**src/rtl/imm_ext_unit.sv**
```systemverilog
// imm_ext_unit: registered immediate/branch-target generator with a small output FIFO.
// Results are computed at push time, so imm_out depends only on stored state.
module imm_ext_unit #(
   parameter int DATA_W = 32,
   parameter int IMM_W  = 16,
   parameter int DEPTH  = 2
) (
   input  logic                       clk,
   input  logic                       rst,
   input  logic                       flush,
   input  logic                       in_valid,
   output logic                       in_ready,
   input  logic [31:0]                instr,
   input  logic [DATA_W-1:0]          pc,
   input  logic [2:0]                 mode,
   output logic                       out_valid,
   input  logic                       out_ready,
   output logic [DATA_W-1:0]          imm_out,
   output logic                       mode_err,
   output logic [$clog2(DEPTH):0]     count
);
   localparam int CW = $clog2(DEPTH) + 1;
   localparam int AW = DEPTH > 1 ? $clog2(DEPTH) : 1;
   logic [IMM_W-1:0]  imm;
   logic [DATA_W-1:0] s, z, pc4, res;
   logic [DATA_W-1:0] mem [DEPTH];
   logic [DEPTH-1:0]  err_mem;
   logic [AW-1:0]     wr, rd;
   logic              push, pop, unused;
   assign imm    = instr[IMM_W-1:0];
   assign s      = {{(DATA_W-IMM_W){imm[IMM_W-1]}}, imm};
   assign z      = {{(DATA_W-IMM_W){1'b0}}, imm};
   assign pc4    = pc + DATA_W'(4);
   assign unused = ^instr;
   always_comb
      res = mode == 3'd0 ? z :
            mode == 3'd1 ? s :
            mode == 3'd2 ? z << 16 :
            mode == 3'd3 ? s << 2 :
            mode == 3'd4 ? pc4 + (s << 2) :
            mode == 3'd5 ? {pc4[DATA_W-1:28], instr[25:0], 2'b00} :
            mode == 3'd6 ? {{(DATA_W-5){1'b0}}, instr[10:6]} :
                           '0;
   // Ready comes from the registered count only; a same-cycle pop cannot free a slot.
   assign in_ready  = count != CW'(DEPTH);
   assign out_valid = count != '0;
   assign push      = in_valid & in_ready;
   assign pop       = out_valid & out_ready;
   assign imm_out   = out_valid ? mem[rd] : '0;
   assign mode_err  = out_valid & err_mem[rd];
   always_ff @(posedge clk or posedge rst)
      if (rst) begin
         count <= '0;
         wr    <= '0;
         rd    <= '0;
      end else if (flush) begin
         count <= '0;
         wr    <= '0;
         rd    <= '0;
      end else begin
         count <= count + CW'(push) - CW'(pop);
         if (push) wr <= wr == AW'(DEPTH-1) ? '0 : wr + AW'(1);
         if (pop)  rd <= rd == AW'(DEPTH-1) ? '0 : rd + AW'(1);
      end
   always_ff @(posedge clk)
      if (push & ~flush) begin
         mem[wr]     <= res;
         err_mem[wr] <= mode == 3'd7;
      end
endmodule

```
**config.mk**
```make
export PLATFORM = sky130hd
export DESIGN_NAME = imm_ext_unit
export DESIGN_NICKNAME = d
export VERILOG_FILES = /design/src/rtl/imm_ext_unit.sv
export SDC_FILE = /design/constraint.sdc
export NUM_CORES = 1
export LEC_CHECK = 0
export BUFFER_PORTS_ARGS = -buffer_cell sky130_fd_sc_hd__buf_2
export CAP_MARGIN = 20
export CORE_MARGIN = 4
export CORE_UTILIZATION = 55
export CTS_BUF_LIST = sky130_fd_sc_hd__clkbuf_8
export DETAILED_ROUTE_END_ITERATION = 10
export PLACE_DENSITY = 0.89
export SKIP_LAST_GASP = 1
export SLEW_MARGIN = 30
export SYNTH_ARGS = -nofsm -noshare
export SYNTH_HDL_FRONTEND = slang
export SYNTH_SLANG_ARGS = --single-unit
```
**constraint.sdc**
```tcl
create_clock -name clk -period 6.4 [get_ports clk]
set_clock_uncertainty 0.15 [all_clocks]
set_input_delay 0.32 -clock clk [delete_from_list [all_inputs] [get_ports clk]]
set_output_delay 0.32 -clock clk [all_outputs]
set_load 0.01 [all_outputs]
```
==> results.tsv <==
stage	metric	value	unit
placement	GPL Wtd Cong	0.939	
global_route	gr usage total	23.1	%
routing	DR vias	5192	
logic_synthesis	Post-Syn Instances	647	
routing	Final ANT Viol Nets	0	
sta	Total Neg Setup Slack	0	ps
logic_synthesis	Async SR Flop Fraction	5.71	%
global_route	first-pass GRT wire length	23500	um
floorplan	Starting Density	56.4	%
sta	headroom to the max-slew limit	34.8	%
critical_path	Critical Path AT	3800	ps
floorplan	Die Span Y	111	um
pwr	PD cells	234	nW/um^2
sta	RSZ-0062 raised after global routing	false	
sta	worst-margin pin slew	978	ps
logic_synthesis	Mean Syn Cell Area	9.00	um^2
hold_path	cell count of the worst hold path	2	
sta	Max Freq	0.257	GHz
critical_path	critical path class	in2reg	
cts	H-Tree Depth	3	
critical_path	RR Endpoint	count[1]	
placement	dpl cells	857	
cts	CTS tree	done	
routing	drt total wl	14400	um
global_route	initial antenna violation count	0	
critical_path	reg2reg path depth	9	
status	outcome	completed	
floorplan	DIE WIDTH	111	um
hold_path	hold worst-path end	rd	
sta	Final Cycle Share	60.7	%
cells_and_area	synth-to-layout area growth	13.1	%
sta	fin. max-slew vios	0	
floorplan	Core Footprint	10300	um^2
floorplan	die footprint	12300	um^2
logic_synthesis	area of the mapped netlist	5820	um^2
routing	Post-route DRC	0	
cts	clk root buf	clkbuf_8	
cells_and_area	n_diodes	0	
logic_synthesis	Yosys reg bits	70	
job	Max Cap Violations	0	
global_route	GRT Residual Overflow	0	
routing	initial drt markers	462	
global_route	vias in the first global route	4984	
hold_path	hold path start	flush	
critical_path	crit-path max FO	6	
logic_synthesis	Synth Flop Type	edfxtp_1	
cts	cts bufs inserted	9	
critical_path	reg2reg start	count[1]	
placement	HPWL Detailed	11400	um
routing	DR WL/cell	16.5	um
floorplan	Top Ports	109	
routing	number of vias per cell	5.94	
hold_path	HP Class	in2reg	
cts	Clk Latency, worst-skew pair	320	ps
sta	final hold viol count	0	
logic_synthesis	synthesized net count	757	
sta	endpoints failing setup	0	
cells_and_area	nets	843	
placement	PortBufs	102	
cells_and_area	Final Instance Count excl. Fillers	874	
critical_path	r2r setup slk	4300	ps
critical_path	Required @ worst endpoint	6310	ps
critical_path	Startpoint Class	primary input	
sta	post-layout min period	3890	ps
cts	clk buf depth	2	
pwr	peak supply drop	0.320	mV
logic_synthesis	Ys Warns	0	
cells_and_area	layout cells sized above 1	18.8	%
routing	DR pass1 iterations	5	
cts	CTS clk-pin slew, worst paths	60	ps
critical_path	Critical Path Sink Type	flop	
logic_synthesis	Synth cell types	60	
logic_synthesis	sequential cell area fraction in the yosys report	35.8	%
floorplan	row count	37	
global_route	largest net degree at the start of global routing	43	
cts	total setup buffers inserted after CTS	0	
logic_synthesis	EDFF count, synth	66	
pwr	Pleak	2.69	nW
cts	CTS Sinks	70	
-- layout by cell type (no fill, tap or decap), types with 3 or more instances in the layout --
master / netlist / final
a21oi_2: 3 / 3
clkbuf_8: 0 / 9
and3_1: 9 / 9
ha_1: 37 / 37
nor3_1: 10 / 9
buf_2: 0 / 102
inv_1: 21 / 25
nand3_1: 18 / 18
nand2_1: 59 / 59
nor2_1: 73 / 72
o21ai_0: 52 / 52
edfxtp_1: 66 / 66
o221ai_1: 6 / 6
o21bai_1: 4 / 4
buf_4: 0 / 3
xor2_1: 22 / 22
a21oi_1: 59 / 59
xnor2_1: 33 / 33
nand2b_1: 7 / 7
a21o_1: 17 / 17
a211oi_1: 7 / 7
mux2i_1: 36 / 36
a31oi_1: 6 / 6
clkinv_1: 0 / 3
dfrtp_1: 4 / 3
o21a_1: 4 / 4
nand4_1: 14 / 14
o211ai_1: 5 / 5
-- critical path, stage by stage --
cell and delay [ps]:
buf_2 130, nand4_1 180, nor3_2 300, nand4_1 250, nor2_1 240, and3_1 190
xor2_1 70, ha_1 400, nand2_1 140, o21ai_0 180, a31oi_1 110, o21bai_1 380
o21bai_1 240, o41ai_4 130, xnor2_1 140, a311o_1 400
-- routing by layer --
| metal | global-route usage [%] | wire length, um | vias up |
|---|---|---|---|
| li1 | - | - | 2554 |
| met1 | 29.6 | 6170 | 2407 |
| met2 | 39.4 | 6850 | 194 |
| met3 | 2.62 | 915 | 37 |
| met4 | 9.77 | 448 | 0 |
| met5 | 0 | 0 | - |
-- report_power, final --
part,switching [W],internal [W],leakage (nW)
sequential,0.0000498,0.000559,0.666
clock,0.000136,0.000131,0.0907
combinational,0.000388,0.000278,1.94
-- cells in the mapped netlist, types with 4 or more instances --
cell      number  share of area (%)
a211oi_1       7               0.90
a21o_1        17                2.2
a21oi_1       59                5.1
a31oi_1        6               0.64
and3_1         9               0.97
buf_1          4               0.26
clkbuf_1      27                1.7
dfrtp_1        4                1.7
edfxtp_1      66                 34
ha_1          37                8.0
inv_1         21                1.4
mux2i_1       36                6.2
nand2_1       59                3.8
nand2b_1       7               0.75
nand3_1       18                1.5
nand4_1       14                1.5
nor2_1        73                4.7
nor3_1        10               0.86
o211ai_1       5               0.64
o21a_1         4               0.52
o21ai_0       52                4.5
o21bai_1       4               0.52
o221ai_1       6               0.90
xnor2_1       33                5.0
xor2_1        22                3.3
-- timing repair --
action | CTS | global route
gates resized for setup | 0 | 0
hold buffers | 1 | 0
hold endpoints to repair | 4 | 0
-- metrics by stage --
stage                     instance area (um^2)  hold slack, ps  power, W  utilization [%]  setup WS (ps)
after floorplan                           5820           -63.9   0.00106                -           2570
after global placement                    6420            50.0   0.00126             62.2           2240
after detailed placement                  6420            58.3   0.00128             62.2           2180
after CTS                                 6580            65.0   0.00155             63.8           2540
after global routing                      6580            88.2   0.00165             63.8           2180
final                                     6580            94.0   0.00154             63.8           2510
-- sequential cells by signal, summed over array words and instances (netlist names) --
| name | count |
|---|---|
| rd | 1 |
| mem | 64 |
| err_mem | 2 |
| count | 2 |
| wr | 1 |
-- layout make-up --
class | instances | area, um^2
fill | 883 | 3740
multi-input combinational | 525 | 3560
sequential | 70 | 2080
timing repair buffer | 106 | 543
tap | 136 | 170
clock buffer | 9 | 124
inverter | 21 | 78.8
clock inverter | 7 | 26.3
-- kinds of logic after synthesis --
logic type / count (synthesis) / synth area share (%)
AOI/OAI and AO/OA: 182 / 20.3
xor gates and xnor gates: 55 / 8.27
adders and majority gates: 39 / 8.47
buffers and inverters: 52 / 3.35
DFF: 70 / 35.8
muxes: 38 / 6.58
and+or+nand+nor: 211 / 17.3
-- worst max-delay path by stage --
stage / startpoint / to / slack (ps) / depth (start not counted)
after detailed placement: pc[10] / mem[1][31] / 2180 / 16
after floorplan: count[0] / err_mem[1] / 2570 / 3
final: pc[10] / mem[0][31] / 2510 / 16
after global routing: pc[10] / mem[0][31] / 2180 / 16
after global placement: pc[10] / mem[0][31] / 2240 / 16
after CTS: pc[10] / mem[0][31] / 2540 / 16
No activity file was read; power rests on OpenSTA's default activity.
